[src/rtl/arb_mux4_if.sv]
// arb_mux4_if: channel/output bundle for arb_mux4; in_last exists only with ARB_MUX4_LOCK_EN.
interface arb_mux4_if #(parameter int WIDTH = 8);
    logic             mode;
    logic [1:0]       sel;
    logic [WIDTH-1:0] A, B, C, D;
    logic [3:0]       in_valid;
    logic [3:0]       in_ready;
`ifdef ARB_MUX4_LOCK_EN
    logic [3:0]       in_last;
`endif
    logic [WIDTH-1:0] OUT;
    logic             out_valid;
    logic             out_ready;
    logic [1:0]       out_sel;
    modport slave (
`ifdef ARB_MUX4_LOCK_EN
        input in_last,
`endif
        input mode, sel, A, B, C, D, in_valid, out_ready,
        output in_ready, OUT, out_valid, out_sel
    );
    modport master (
`ifdef ARB_MUX4_LOCK_EN
        output in_last,
`endif
        output mode, sel, A, B, C, D, in_valid, out_ready,
        input in_ready, OUT, out_valid, out_sel
    );
endinterface

[src/rtl/arb_mux4.sv]
// arb_mux4: 4-channel round-robin/fixed-select arbiter into a one-word output register.
// Optional packet lock enabled by defining ARB_MUX4_LOCK_EN.
module arb_mux4 #(
    parameter int         WIDTH   = 8,
    parameter logic [1:0] RR_INIT = 2'd3
) (
    input  logic        clk,
    input  logic        rst,
    arb_mux4_if.slave   bus
);
    logic [WIDTH-1:0] r_out;
    logic             r_valid;
    logic [1:0]       r_sel;
    logic [1:0]       r_ptr;
    logic             w_load_en;
    logic [1:0]       w_rr_gnt;
    logic [1:0]       w_gnt;
    logic             w_xfer;
    logic [WIDTH-1:0] w_data;
`ifdef ARB_MUX4_LOCK_EN
    logic             r_locked;
    logic [1:0]       r_lock_ch;
`endif
    assign w_load_en = !r_valid || bus.out_ready;
    // Scan farthest-first so the nearest valid channel after r_ptr wins; none valid -> r_ptr+1.
    always_comb begin
        w_rr_gnt = r_ptr + 2'd1;
        for (int k = 3; k >= 0; k--)
            if (bus.in_valid[r_ptr + 2'(k + 1)]) w_rr_gnt = r_ptr + 2'(k + 1);
    end
`ifdef ARB_MUX4_LOCK_EN
    assign w_gnt = r_locked ? r_lock_ch : bus.mode ? bus.sel : w_rr_gnt;
`else
    assign w_gnt = bus.mode ? bus.sel : w_rr_gnt;
`endif
    assign w_data = w_gnt == 2'd0 ? bus.A : w_gnt == 2'd1 ? bus.B : w_gnt == 2'd2 ? bus.C : bus.D;
    assign w_xfer = !rst && w_load_en && bus.in_valid[w_gnt];
    assign bus.in_ready  = (w_load_en && !rst) ? 4'b0001 << w_gnt : 4'b0000;
    assign bus.OUT       = r_out;
    assign bus.out_valid = r_valid;
    assign bus.out_sel   = r_sel;
    always_ff @(posedge clk) begin
        if (rst) begin
            r_out   <= '0;
            r_valid <= 1'b0;
            r_sel   <= 2'd0;
            r_ptr   <= RR_INIT;
`ifdef ARB_MUX4_LOCK_EN
            r_locked  <= 1'b0;
            r_lock_ch <= 2'd0;
`endif
        end else if (w_load_en) begin
            r_valid <= w_xfer;
            if (w_xfer) begin
                r_out <= w_data;
                r_sel <= w_gnt;
                r_ptr <= w_gnt;
`ifdef ARB_MUX4_LOCK_EN
                r_locked  <= !bus.in_last[w_gnt];
                r_lock_ch <= w_gnt;
`endif
            end
        end
    end
endmodule

[src/flat_wrapper.sv]
// flat-port wrapper written by rule: the top's interface ports become plain ports
module arb_mux4_flat 
#(
    parameter int         WIDTH   = 8,
    parameter logic [1:0] RR_INIT = 2'd3
)
  (clk, rst, bus_mode, bus_sel, bus_A, bus_B, bus_C, bus_D, bus_in_valid, bus_out_ready, bus_in_ready, bus_OUT, bus_out_valid, bus_out_sel);
  arb_mux4_if #(.WIDTH(WIDTH)) bus_i ();
  input  logic clk;
  input  logic rst;
  input wire logic [$bits(bus_i.mode)-1:0] bus_mode;
  input wire logic [$bits(bus_i.sel)-1:0] bus_sel;
  input wire logic [$bits(bus_i.A)-1:0] bus_A;
  input wire logic [$bits(bus_i.B)-1:0] bus_B;
  input wire logic [$bits(bus_i.C)-1:0] bus_C;
  input wire logic [$bits(bus_i.D)-1:0] bus_D;
  input wire logic [$bits(bus_i.in_valid)-1:0] bus_in_valid;
  input wire logic [$bits(bus_i.out_ready)-1:0] bus_out_ready;
  output wire logic [$bits(bus_i.in_ready)-1:0] bus_in_ready;
  output wire logic [$bits(bus_i.OUT)-1:0] bus_OUT;
  output wire logic [$bits(bus_i.out_valid)-1:0] bus_out_valid;
  output wire logic [$bits(bus_i.out_sel)-1:0] bus_out_sel;
  assign bus_i.mode = bus_mode;
  assign bus_i.sel = bus_sel;
  assign bus_i.A = bus_A;
  assign bus_i.B = bus_B;
  assign bus_i.C = bus_C;
  assign bus_i.D = bus_D;
  assign bus_i.in_valid = bus_in_valid;
  assign bus_i.out_ready = bus_out_ready;
  assign bus_in_ready = bus_i.in_ready;
  assign bus_OUT = bus_i.OUT;
  assign bus_out_valid = bus_i.out_valid;
  assign bus_out_sel = bus_i.out_sel;
  arb_mux4 #(.WIDTH(WIDTH), .RR_INIT(RR_INIT)) u_core (.clk(clk), .rst(rst), .bus(bus_i));
endmodule
[config.mk]
export PLATFORM = sky130hd
export DESIGN_NAME = arb_mux4_flat
export DESIGN_NICKNAME = d
export VERILOG_FILES = /design/src/rtl/arb_mux4_if.sv /design/src/rtl/arb_mux4.sv /design/src/flat_wrapper.sv
export SDC_FILE = /design/constraint.sdc
export NUM_CORES = 1
export LEC_CHECK = 0
export CORE_UTILIZATION = 43
export CTS_BUF_LIST = sky130_fd_sc_hd__clkbuf_4 sky130_fd_sc_hd__clkbuf_8
export DETAILED_ROUTE_END_ITERATION = 16
export GPL_ROUTABILITY_DRIVEN = 0
export PLACE_DENSITY_LB_ADDON = 0.3
export SLEW_MARGIN = 20
export SYNTH_ARGS = -nofsm -noshare
export SYNTH_HDL_FRONTEND = slang
export SYNTH_SLANG_ARGS = --single-unit
export TNS_END_PERCENT = 1
[constraint.sdc]
create_clock -name clk -period 5.2 [get_ports clk]
set_clock_uncertainty 0.2 [all_clocks]
set_input_delay 0.52 -clock clk [delete_from_list [all_inputs] [get_ports clk]]
set_output_delay 0.52 -clock clk [all_outputs]
set_load 0.01 [all_outputs]
==> summary.md, run 1 <==
| Metric | Value |
|---|---|
| Outcome | finished clean |
| DR vias | 1112 |
| Power, Total | 0.0004221 W |
| Core area | 0.002276 mm2 |
| Residual DRC count | 0 |
| Yosys top cell area share | 0.2436 |
| Crit Reg-Reg Endpoint | u_core.bus.OUT[3] |
| Startpoint class of the critical path | input port |
| FMAX | 269.8 MHz |
| Family with the most delay on the worst path | buffers and inverters |
| Place WS | 1.518 ns |
| WP buf/inv | 2 |
| TritonCTS clock tree | built |
| Largest stage delay, worst path | slightly above 0.7 ns |
| Syn Inst Count | 117 |
| Yosys warnings | 0 |
| Max_cap viols | 0 |
| First-pass GRT wire length | 4.685 mm |
| Leak | ~0.67 nW |
| Hold path start | u_core.bus.OUT[2] |
| All-layer global routing usage | 0.2369 |
| Main synth FF type | dfxtp_1 |
| Count of input and output buffers | 56 |
| Ant. Diodes | 0 |
| Synth top area cells | dfxtp_1, mux2i_1, mux2_2 |
| Setup bufs post-CTS | 0 |
| Most instantiated cells after synthesis | mux2i_1, dfxtp_1, nand2_1, mux2_2 |
| Initial DRC Count | 13 |
| Post-Syn Area | 0.001069 mm2 |
| Initial antenna violation count | 0 |
| Ys async rst share | 0 |
| Top Ports | 57 |
| WHS Endpoint | u_core.bus.OUT[2] |
| Syn nets | 159 |
| Yosys reg bits | 13 |
| Clk buf depth | 2 |
| Share of cells above drive strength 1 | 0.1000 |
| Post-CTS Hold Buffers | 0 |
| Pre-antenna DRT Iters | 4 |
| Setup-failing EPs final | 0 |
| Final Slew Violations | 0 |
| Total congestion overflow | 0 |
| Worst-Margin Slew | between 0.9 and 1 ns |
| Die X | slightly above 50 um |
| P&R area growth vs syn | 51.76% |
| Worst slew margin | 0.3335 |
| Critical R2R Launch | u_core.r_ptr[1] |
| Top Metal Used | met4 |
| Skew-Pair Late Insertion Delay | 0.28 ns |
| Critical path peak fanout | 16 |
| Maximum vdd drop | 0.2079 mV |
| Sink Count | 13 |
| Critical path arrival | ~3 ns |
| CTS root buffer | clkbuf_4 |
| Initial Util | 0.4695 |
| Seq/Total Area, Yosys | 0.2436 |
| Cts repair resizes | 0 |
| Vias in the first global route | about 1100 |
| CP Data Required Time | ~4.5 ns |
| Met3 wire length | 190 um |
| Vias/cell | 5.616 |
| Setup slack, reg-to-reg | 2.48 ns |
| Power Dens Cells | 260.3 mW/mm2 |
| Crit path cell chain | clkdlybuf4s50_1 > nor2_1 > a211oi_1 > o41a_1 > nor2_1 > clkdlybuf4s50_1 |
| R2r worst-path depth | 6 |
| Largest net degree at the start of global routing | 21 |
| Worst-path clk slew | 0.09 ns |
| Synth area leader | dfxtp_1 |
| Final wirelength | 2.961 mm |
| Worst Hold Class | flop to flop |
| CP max stage cell | o41a_1 |
| EDFF count, synth | 0 |
| Final worst slack | ~1.5 ns |
| Syn Area/Cell | 9.133 um2 |
| Height of the chip | just over 50 um |
| CTS H-tree lvls | 1 |
| ANT nets after route | 0 |
| Final critical-path required period | 3.707 ns |
| Final period util | 0.7129 |
| WL/cell | approximately 15 um |
| Count leader, synth | mux2i_1 |
| Final hold violation count | 0 |
| M1 wire length | 1.186 mm |
| Setup TNS | 0 ns |
| Cell row count | 17 |
| RSZ-0062 raised after global routing | false |
| Die area | 0.002688 mm2 |
| Fillers | 178 |
| Hold path cells | 2 |
| Critical Path End Type | output port |
| Critical path class | input port to output port |
| CTS Buf Count | 3 |
| Final #Nets | roughly 210 |
| Synth cell types | 37 |
| Met2 wire len | 1.561 mm |
| DP HPWL | 2.250 mm |
## power breakdown
group	total [W]	switching [W]	internal (W)
combinational	0.000219	0.0000953	0.000124
clock	0.0000671	0.0000385	0.0000286
sequential	0.000136	0.0000156	0.000120
## layout make-up
type / instances / area, um2 / share of cell area
clock buffer: 3 / 22.52 / 0.01389
clock inverter: 1 / 5.005 / 0.003086
inverter: 3 / 11.26 / 0.006944
multi-input combinational: 94 / 726.9 / 0.4483
sequential: 13 / 260.3 / 0.1605
tap: 28 / 35.03 / 0.02160
timing repair buffer: 56 / 560.5 / 0.3457
## cells by family (layout without fill, tap and decap cells)
group | count (synthesis) | after routing | synth area share
muxes | 34 | 34 | 0.3290
and+or+nand+nor | 36 | 36 | 0.1686
AOI/OAI and AO/OA | 24 | 24 | 0.1827
DFF | 13 | 13 | 0.2436
buffers and inverters | 10 | 63 | 0.07610
## per-layer routing
layer,GRT usage,up-vias
met5,0,-
met4,0.08108,0
met3,0.07602,4
met2,0.4551,45
met1,0.2323,523
li1,-,540
## cells in the final DEF (no fill, tap or decap), types with 2 or more instances in the layout
cell | netlist | final
o31ai_1 | 2 | 2
nor2_1 | 6 | 6
nand2b_1 | 6 | 6
nand2_1 | 13 | 13
mux2i_1 | 25 | 25
clkdlybuf4s50_1 | 0 | 56
mux2_2 | 9 | 9
dfxtp_1 | 13 | 13
inv_1 | 3 | 3
nor3b_1 | 2 | 2
clkbuf_4 | 0 | 3
nand3_1 | 4 | 4
a21oi_1 | 6 | 6
## tightest hold or removal path, stage by stage (launching register included)
cell and delay, ns:
dfxtp_1 0.32, nand2_1 0.05, mux2i_1 0.06
## worst max path at each step
stage                    startpoint              end  slack (ns)  cells past startpoint
finish              bus_in_valid[1]  bus_in_ready[0]        1.49                      6
CTS                 bus_in_valid[1]  bus_in_ready[0]        1.51                      6
global route        bus_in_valid[1]  bus_in_ready[3]        1.29                      6
detailed placement  bus_in_valid[1]  bus_in_ready[0]        1.52                      6
global placement    bus_in_valid[1]  bus_in_ready[2]        1.64                      6
floorplan           bus_in_valid[0]  bus_in_ready[2]        2.69                      7
## sequential cells by signal (all words and copies together), names as in the netlist
name                  cells
u_core.r_ptr              2
u_core.bus.out_sel        2
u_core.bus.out_valid      1
u_core.bus.OUT            8
## metrics by stage
stage / instances / cell area [um2] / utilization / hold WS (ns)
floorplan: 117 / 1069 / - / 0.2823
global placement: 194 / 1594 / 0.7004 / 0.2448
detailed placement: 194 / 1594 / 0.7004 / 0.2541
CTS: 198 / 1622 / 0.7125 / 0.2697
global route: 198 / 1622 / 0.7125 / 0.3000
finish: 198 / 1622 / 0.7125 / 0.2636
No activity file was read; power rests on OpenSTA's default activity.
==> run 2, diff against run 1 <==
--- a/config.mk
+++ b/config.mk
@@ -5,7 +5,7 @@
 export SDC_FILE = /design/constraint.sdc
 export NUM_CORES = 1
 export LEC_CHECK = 0
-export CORE_UTILIZATION = 43
+export CORE_UTILIZATION = 36
 export CTS_BUF_LIST = sky130_fd_sc_hd__clkbuf_4 sky130_fd_sc_hd__clkbuf_8
 export DETAILED_ROUTE_END_ITERATION = 16
 export GPL_ROUTABILITY_DRIVEN = 0
==> constraint.sdc (replaced) <==
create_clock -name clk -period 3.31 [get_ports clk]
set_clock_uncertainty 0.2 [all_clocks]
set_input_delay 0.331 -clock clk [delete_from_list [all_inputs] [get_ports clk]]
set_output_delay 0.331 -clock clk [all_outputs]
set_load 0.01 [all_outputs]
==> run 2 against run 1 <==
Against the previous run:
- final area grew 2.7%
- highest routed layer unchanged
- worst hold slack worse by 0.0017 ns
- largest cell class unchanged
- first-iteration DRC count increased by 120%
- critical endpoint unchanged
- critical path type unchanged
==> summary.md, run 2 (synthesis gave the netlist of run 1 again) <==
| Metric | Value |
|---|---|
| Final worst slack | 0.2362 ns |
| TritonCTS clock tree | built |
| Vias in the first global route | 1179 |
| Commonest non-fill, non-tap cell in the layout | clkdlybuf4s50_1 |
| Worst-path clk slew | 0.08 ns |
| Core area | 0.002781 mm2 |
| Cell row count | 19 |
| Crit path cell chain | clkdlybuf4s50_1 > nor3_1 > o21a_1 > o31a_4 > or2_2 > nor2_1 > clkdlybuf4s50_1 |
| Residual DRC count | 0 |
| Largest net degree at the start of global routing | 13 |
| Critical path class | input port to output port |
| Initial Util | 0.3842 |
| Power, Total | 0.0006783 W |
| DP HPWL | 2.328 mm |
| Initial antenna violation count | 0 |
| Most frequent cells in the layout | clkdlybuf4s50_1, mux2i_1, nand2_1, dfxtp_1, mux2_2 |
| Setup-failing EPs final | 0 |
| Crit Reg-Reg Endpoint | u_core.bus.OUT[7] |
| Critical path arrival | 2.54 ns |
| Critical R2R Launch | u_core.r_ptr[0] |
| CP Data Required Time | approximately 2.8 ns |
| Power Dens Cells | between 400 and 500 mW/mm2 |
| Max_cap viols | 0 |
| WHS Endpoint | u_core.bus.OUT[6] |
| Final period util | 0.9286 |
| Setup TNS | 0 ns |
| Post-CTS Hold Buffers | 0 |
| Clk buf depth | 2 |
| Hold path start | u_core.bus.OUT[6] |
| Maximum vdd drop | roughly 0.27 mV |
| FMAX | 325.3 MHz |
| Largest stage delay, worst path | 0.61 ns |
| Top Ports | 57 |
| RSZ-0062 raised after global routing | false |
| Final wirelength | 2.885 mm |
| Critical Path End Type | output port |
| Worst slew margin | 0.7141 |
| Total congestion overflow | 0 |
| First-pass GRT wire length | slightly above 5 mm |
| Height of the chip | approximately 56 um |
| CTS root buffer | clkbuf_4 |
| P&R area growth vs syn | 55.86% |
| Die X | 56.48 um |
| Outcome | finished clean |
| Die area | between 0.003 and 0.004 mm2 |
| ANT nets after route | 0 |
| Fillers | 252 |
| Critical path peak fanout | 9 |
| Share of cells above drive strength 1 | 0.1257 |
| All-layer global routing usage | 0.1969 |
| Setup bufs post-CTS | 0 |
| Hold path cells | 2 |
| Final #Nets | 218 |
| Initial DRC Count | 29 |
| Leak | approximately 0.7 nW |
| Worst Hold Class | flop to flop |
| Final Slew Violations | 0 |
| Startpoint class of the critical path | input port |
| Worst-Margin Slew | 0.4269 ns |
| Count of input and output buffers | 56 |
| CTS Buf Count | 3 |
| CTS H-tree lvls | 1 |
| Setup slack, reg-to-reg | 0.83 ns |
| Pre-antenna DRT Iters | 4 |
| Final critical-path required period | 3.074 ns |
| DR vias | approximately 1100 |
| Cts repair resizes | 0 |
| CP max stage cell | clkdlybuf4s50_1 |
| Vias/cell | 5.354 |
| Sink Count | 13 |
| Worst setup path start | bus_in_valid[1] |
| Final hold violation count | 0 |
| Skew-Pair Late Insertion Delay | 0.28 ns |
| Ant. Diodes | 0 |
| R2r worst-path depth | 6 |
| CP most frequent cell | clkdlybuf4s50_1 |
| WL/cell | roughly 14 um |
| Max FFs per register | 8 |
| Place WS | 0.2504 ns |
run 2: cell types whose count changed in the layout (fill, tap and decap cells not counted), sizes merged:
cell    change
clkbuf      +1
buf         +5
clkinv      -1
run 2: worst max-delay path: cells and delay by family:
family	cells	cell delay [ns]
compound gates	2	0.56
simple gates	3	0.49
buf+inv	2	1.16
run 2: how the worst max path moves through the flow:
stage                         to  slack [ns]  cells after the start
2_1_floorplan  u_core.bus.OUT[0]        1.02                      7
3_3_place_gp     bus_in_ready[1]        0.31                      7
3_5_place_dp     bus_in_ready[0]        0.25                      7
4_1_cts          bus_in_ready[0]        0.23                      7
5_1_grt          bus_in_ready[1]        0.11                      7
6_report         bus_in_ready[0]        0.24                      7
run 2: layout make-up:
cell class                      instances  area (um2)  area share
Sequential cell                        13       260.3      0.1563
Clock buffer                            4       30.03     0.01803
Tap cell                               31       38.79     0.02329
Multi-Input combinational cell         94       726.9      0.4365
Timing Repair Buffer                   61       598.1      0.3591
Inverter                                3       11.26    0.006762
run 2: stage by stage:
stage / cells / hold slack [ns] / util / area [um2]
floorplan: 117 / 0.2001 / - / 1069
global placement: 202 / 0.2465 / 0.5879 / 1635
detailed placement: 202 / 0.2542 / 0.5879 / 1635
global route: 206 / 0.2935 / 0.5987 / 1665
CTS: 206 / 0.2655 / 0.5987 / 1665
finish: 206 / 0.2619 / 0.5987 / 1665
run 2: power by group:
part           leakage [nW]  internal, W  total (W)  switching [W]
sequential            0.108     0.000189   0.000214      0.0000246
combinational         0.566     0.000206   0.000354       0.000148
clock                0.0184    0.0000549   0.000110      0.0000555
run 2: per-layer routing:
metal / global-route usage / wire length, um / vias to the layer above
li1: - / - / 554
met1: 0.2199 / 1186 / 510
met2: 0.3630 / 1493 / 35
met3: 0.03917 / 168 / 4
met4: 0.07317 / 37 / 0
met5: 0 / 0 / -
